<file path="src/rtl/cm_pkg.sv">
// Shared definitions for the image-parameter constant bank: the well-known
// addresses, their power-up values and the bank's two-state lifecycle.
package cm_pkg;

  localparam int CM_ADDR_SRC_FIRST = 3;
  localparam int CM_ADDR_DST_FIRST = 4;
  localparam int CM_ADDR_SRC_LAST  = 5;
  localparam int CM_ADDR_SRC_WIDTH = 6;

  localparam int CM_DEF_SRC_FIRST = 0;
  localparam int CM_DEF_DST_FIRST = 10000;
  localparam int CM_DEF_SRC_LAST  = 8259;
  localparam int CM_DEF_SRC_WIDTH = 118;

  typedef enum logic {CM_INIT, CM_RUN} cm_state_t;

  // Power-up contents; callers truncate the result to their data width.
  function automatic logic [31:0] cm_default(input int idx);
    case (idx)
      CM_ADDR_SRC_FIRST: return 32'(CM_DEF_SRC_FIRST);
      CM_ADDR_DST_FIRST: return 32'(CM_DEF_DST_FIRST);
      CM_ADDR_SRC_LAST:  return 32'(CM_DEF_SRC_LAST);
      CM_ADDR_SRC_WIDTH: return 32'(CM_DEF_SRC_WIDTH);
      default:           return 32'd0;
    endcase
  endfunction

endpackage

</file>
<file path="src/rtl/cm_rd_port.sv">
// One registered read port of the constant bank, with write-first bypass
// when the same-cycle write targets the address being read.
module cm_rd_port #(
  parameter int DATA_W = 20,
  parameter int ADDR_W = 3
) (
  input  logic              clock,
  input  logic              reset,
  input  logic              rd_en,
  input  logic [ADDR_W-1:0] rd_addr,
  input  logic [DATA_W-1:0] mem [2**ADDR_W],
  input  logic              wr_we,
  input  logic [ADDR_W-1:0] wr_addr,
  input  logic [DATA_W-1:0] wr_data,
  output logic [DATA_W-1:0] rd_data,
  output logic              rd_valid
);

  always_ff @(posedge clock) begin
    if (reset) begin
      rd_data  <= '0;
      rd_valid <= 1'b0;
    end else begin
      rd_valid <= rd_en;
      if (rd_en) begin
        if (wr_we && (wr_addr == rd_addr)) rd_data <= wr_data;
        else                               rd_data <= mem[rd_addr];
      end
    end
  end

endmodule

</file>
<file path="src/rtl/cm_bank.sv">
// Image-parameter constant bank: self-loads defaults after reset, then serves
// NUM_RD registered read ports and one write port. Optional write lock: CM_LOCK_EN.
//
//   state   | meaning
//   CM_INIT | loading default(idx) into mem[idx], one entry per cycle
//   CM_RUN  | defaults loaded, reads and writes accepted
module cm_bank
  import cm_pkg::*;
#(
  parameter int DATA_W = 20,
  parameter int ADDR_W = 3,
  parameter int NUM_RD = 2
) (
  input  logic                     clock,
  input  logic                     reset,
  input  logic                     wr_en,
  input  logic [ADDR_W-1:0]        wr_addr,
  input  logic [DATA_W-1:0]        wr_data,
  input  logic [NUM_RD-1:0]        rd_en,
  input  logic [NUM_RD*ADDR_W-1:0] rd_addr,
  output logic [NUM_RD*DATA_W-1:0] rd_data,
  output logic [NUM_RD-1:0]        rd_valid,
  output logic                     ready,
`ifdef CM_LOCK_EN
  input  logic                     lock_set,
  output logic                     locked,
`endif
  output logic                     wr_err
);

  localparam int DEPTH = 2**ADDR_W;

  logic [DATA_W-1:0] mem [DEPTH];
  cm_state_t         state_q;
  logic [ADDR_W-1:0] idx_q;
  logic              wr_blocked;
  logic              init_we;
  logic              run_we;

`ifdef CM_LOCK_EN
  assign wr_blocked = locked;
`else
  assign wr_blocked = 1'b0;
`endif

  assign init_we = !reset && (state_q == CM_INIT);
  assign run_we  = !reset && (state_q == CM_RUN) && wr_en && !wr_blocked;

  always_ff @(posedge clock) begin
    if (reset) begin
      state_q <= CM_INIT;
      idx_q   <= '0;
      ready   <= 1'b0;
      wr_err  <= 1'b0;
`ifdef CM_LOCK_EN
      locked  <= 1'b0;
`endif
    end else begin
      wr_err <= wr_en && ((state_q == CM_INIT) || wr_blocked);
      if (state_q == CM_INIT) begin
        idx_q <= idx_q + 1'b1;
        if (idx_q == ADDR_W'(DEPTH - 1)) begin
          state_q <= CM_RUN;
          ready   <= 1'b1;
        end
      end else begin
`ifdef CM_LOCK_EN
        if (lock_set) locked <= 1'b1;
`endif
      end
    end
  end

  // Storage has no reset of its own: the INIT sweep rewrites every entry.
  always_ff @(posedge clock) begin
    if (init_we)     mem[idx_q]   <= DATA_W'(cm_default(int'(idx_q)));
    else if (run_we) mem[wr_addr] <= wr_data;
  end

  for (genvar i = 0; i < NUM_RD; i++) begin : g_rd
    cm_rd_port #(
      .DATA_W (DATA_W),
      .ADDR_W (ADDR_W)
    ) u_rd_port (
      .clock    (clock),
      .reset    (reset),
      .rd_en    (rd_en[i] && (state_q == CM_RUN)),
      .rd_addr  (rd_addr[i*ADDR_W +: ADDR_W]),
      .mem      (mem),
      .wr_we    (run_we),
      .wr_addr  (wr_addr),
      .wr_data  (wr_data),
      .rd_data  (rd_data[i*DATA_W +: DATA_W]),
      .rd_valid (rd_valid[i])
    );
  end

endmodule

</file>
<file path="config.mk">
export PLATFORM = sky130hd
export DESIGN_NAME = cm_bank
export DESIGN_NICKNAME = d
export VERILOG_FILES = /design/src/rtl/cm_pkg.sv /design/src/rtl/cm_rd_port.sv /design/src/rtl/cm_bank.sv
export SDC_FILE = /design/constraint.sdc
export NUM_CORES = 1
export LEC_CHECK = 0
export CAP_MARGIN = 20
export CORE_MARGIN = 5
export CORE_UTILIZATION = 54
export CTS_CLUSTER_DIAMETER = 120
export DETAILED_ROUTE_END_ITERATION = 8
export HOLD_SLACK_MARGIN = 0.03
export PLACE_DENSITY_LB_ADDON = 0.25
export SYNTH_ARGS = -nofsm -noshare
export SYNTH_HDL_FRONTEND = slang
export SYNTH_HIERARCHICAL = 1
export SYNTH_SLANG_ARGS = --single-unit
</file>
<file path="constraint.sdc">
create_clock -name clock -period 3.3 [get_ports clock]
set_input_delay 0.66 -clock clock [delete_from_list [all_inputs] [get_ports clock]]
set_output_delay 0.66 -clock clock [all_outputs]
set_load 0.02 [all_outputs]
</file>
==> metrics <==
status=complete, no violations; fraction of registers with async set or reset after synthesis=0%; Slew @ Worst Pin=1031 ps; Synth Warn #=6; # clock sinks=between 200 and 250; Slew HR=31.28%; Num CTS Buffers=22; Overall Power=0.005981 W; Startpoint Class=flip-flop; worst vdd ir=0.2984 mV; First DRT Iteration DRCs=956; f_max=385.1 MHz; Nets=a little over 900; PwrDens=about 500 nW/µm²; CP Data Required Time=3740 ps; Post-DP Area=11330 µm²; vias=between 7000 and 8000; CTS root buf=clkbuf_16; Leakage=4.225 nW; via/cell ratio=6.976; post-route cell area=between 10000 and 15000 µm²; Initial Util=around 55%; layout cells sized above 1=17.77%; DRT antenna net count=0; most frequent cells in the layout=edfxtp_1, nor2_1, clkdlybuf4s50_1, dfxtp_1, buf_4; IO Pins=78; commonest non-fill, non-tap cell in the layout=edfxtp_1; die area=22050 µm²; CTS Hold Bufs=0; wire length per cell=26.85 µm; antenna violations before repair=0; CTS clk-pin slew, worst paths=about 60 ps; vias in the first global route=between 8000 and 9000; # DRC=0; Post-Syn Area per Cell=12.62 µm²; GRT Overall Usage=27.55%; Final setup viols=0; Mapped Nets=860; Hold/Removal Path Class=flip-flop to flip-flop; total length of routed wires=30610 µm; Crit. End Element=flip-flop; Arr. time, crit path=3040 ps; Setup Skew=13.25 ps; Post-Syn Area=10360 µm²; setup_tns=0 ps; Final Cycle Share=between 70% and 80%; crit path launch=state_q; utilization after layout=64.27%; H-tree depth=1; CTS tree=yes; routability cong.=0.9571; Post-synth EDFFs=160; Hold Fails Final Rpt=0; unrepaired setup endpoints after global routing=false; flops & latches, synth=around 210; Netlist cell types=43; sequential area share after synthesis=55.67%; worst-path fanout max=20; area grow syn2layout=16.47%; Core Area=18770 µm²; first-pass GRT wire length=46600 µm; crit path time final=~2600 ps; GRT Residual Overflow=0; Clock Path Buffers=3; post-synthesis cell count=821; max-cap viol count=0; HP Start=ready; fillers=1393; worst-skew pair later-pin latency=510 ps; type of the worst setup path=flip-flop to flip-flop; largest net degree at the start of global routing=33; Die Ht=148.5 µm; die width=148.5 µm; HPWL after detailed placement=around 19000 µm; Setup Fix Bufs, Post-CTS=0; Most used DFF post-synth=edfxtp_1; DR pass1 iterations=6; # diodes=0; Rows=50; Port Buffers=77; Max Slew Vio Count=0; PostCTS Resize Cnt=0; Critical R2R Launch=state_q
per-layer routing:
| layer | GRT usage [%] | part of all wire [%] | wire [µm] |
|---|---|---|---|
| met5 | 0 | 0 | 0 |
| met4 | 10.76 | 4.4 | 1333 |
| met3 | 6.185 | 12 | 3577 |
| met2 | 46.12 | 49 | 14860 |
| met1 | 35.08 | 35 | 10840 |
cells in the mapped netlist (all sizes together), types with 2 or more instances:
cell | n | share of area [%]
a211o | 20 | 1.7
o41ai | 2 | 0.31
inv | 6 | 0.22
nand2b | 2 | 0.12
or2 | 3 | 0.18
nor4bb | 2 | 0.19
edfxtp | 160 | 46
clkbuf | 25 | 0.91
o211ai | 9 | 0.70
a22oi | 5 | 0.36
nor3 | 21 | 1.0
or3b | 2 | 0.17
mux4 | 40 | 8.7
nor4 | 2 | 0.12
o21ai | 38 | 1.8
ha | 5 | 0.60
nand3b | 4 | 0.29
a221oi | 20 | 1.7
buf | 51 | 3.5
dfxtp | 48 | 9.3
o221ai | 20 | 1.7
and2 | 5 | 0.30
o22ai | 20 | 1.2
nand2 | 35 | 1.4
a221o | 40 | 3.9
nor2b | 4 | 0.24
nand3 | 8 | 0.39
nor2 | 151 | 5.5
mux2 | 20 | 2.2
mux2i | 42 | 4.1
xor2 | 7 | 0.59
through the flow:
| step | worst slack [ps] | hold slack, ps | instances |
|---|---|---|---|
| floorplan | 264.3 | 570.1 | 821 |
| global placement | 386.4 | 456.3 | 1100 |
| detailed placement | 292.8 | 470.0 | 1100 |
| CTS | 752.8 | 487.2 | 1140 |
| global route | 509.5 | 508.9 | 1140 |
| finish | 703.6 | 483.0 | 1140 |
state kept, by name, indices dropped and copies added, names as in the netlist:
name	flops
g_rd.u_rd_port/rd_valid	2
g_rd.u_rd_port/rd_data	40
ready	1
state_q	1
idx_q	3
wr_err	1
mem	160
final timing paths:
kind | endpoint | slack, ps | cells past startpoint
worst max-delay path | g_rd[0].u_rd_port/rd_data[8] | 700 | 6
worst min-delay path | ready | 480 | 2
worst max register to register | g_rd[0].u_rd_port/rd_data[8] | 700 | 6
worst min register to register | ready | 480 | 2
power breakdown:
group	leakage [nW]	internal (W)	switching [W]
registers	1.91	0.00286	0.0000357
logic	1.95	0.000218	0.000356
clock network	0.362	0.00149	0.00102
cell families (layout without fill, tap and decap cells):
| kind of cell | after synthesis | after routing | share of synthesized area [%] |
|---|---|---|---|
| DFF | 208 | 208 | 55.67 |
| muxes | 102 | 102 | 14.93 |
| xor gates and xnor gates | 7 | 7 | 0.5919 |
| AOI/OAI and AO/OA | 175 | 175 | 13.41 |
| adders and majority gates | 5 | 5 | 0.6040 |
| and+or+nand+nor | 242 | 242 | 10.17 |
| buffers and inverters | 82 | 167 | 4.627 |
critical path, stage by stage, from the launching register on:
cell and delay, ps:
dfxtp_1 700, nand3b_1 220, inv_1 120, inv_1 90, nor4_1 250, and2_1 850, a221o_1 310
final cells by class:
cell class	instances	area, µm²	share of cell area [%]
Tap cell	234	292.8	2.427
Sequential cell	208	5766	47.80
Timing Repair Buffer	121	1094	9.065
Inverter	6	22.52	0.1867
Multi-Input combinational cell	531	4156	34.46
Clock inverter	9	106.4	0.8817
Clock buffer	31	625.6	5.186
Power figures use the tool's default switching activity.
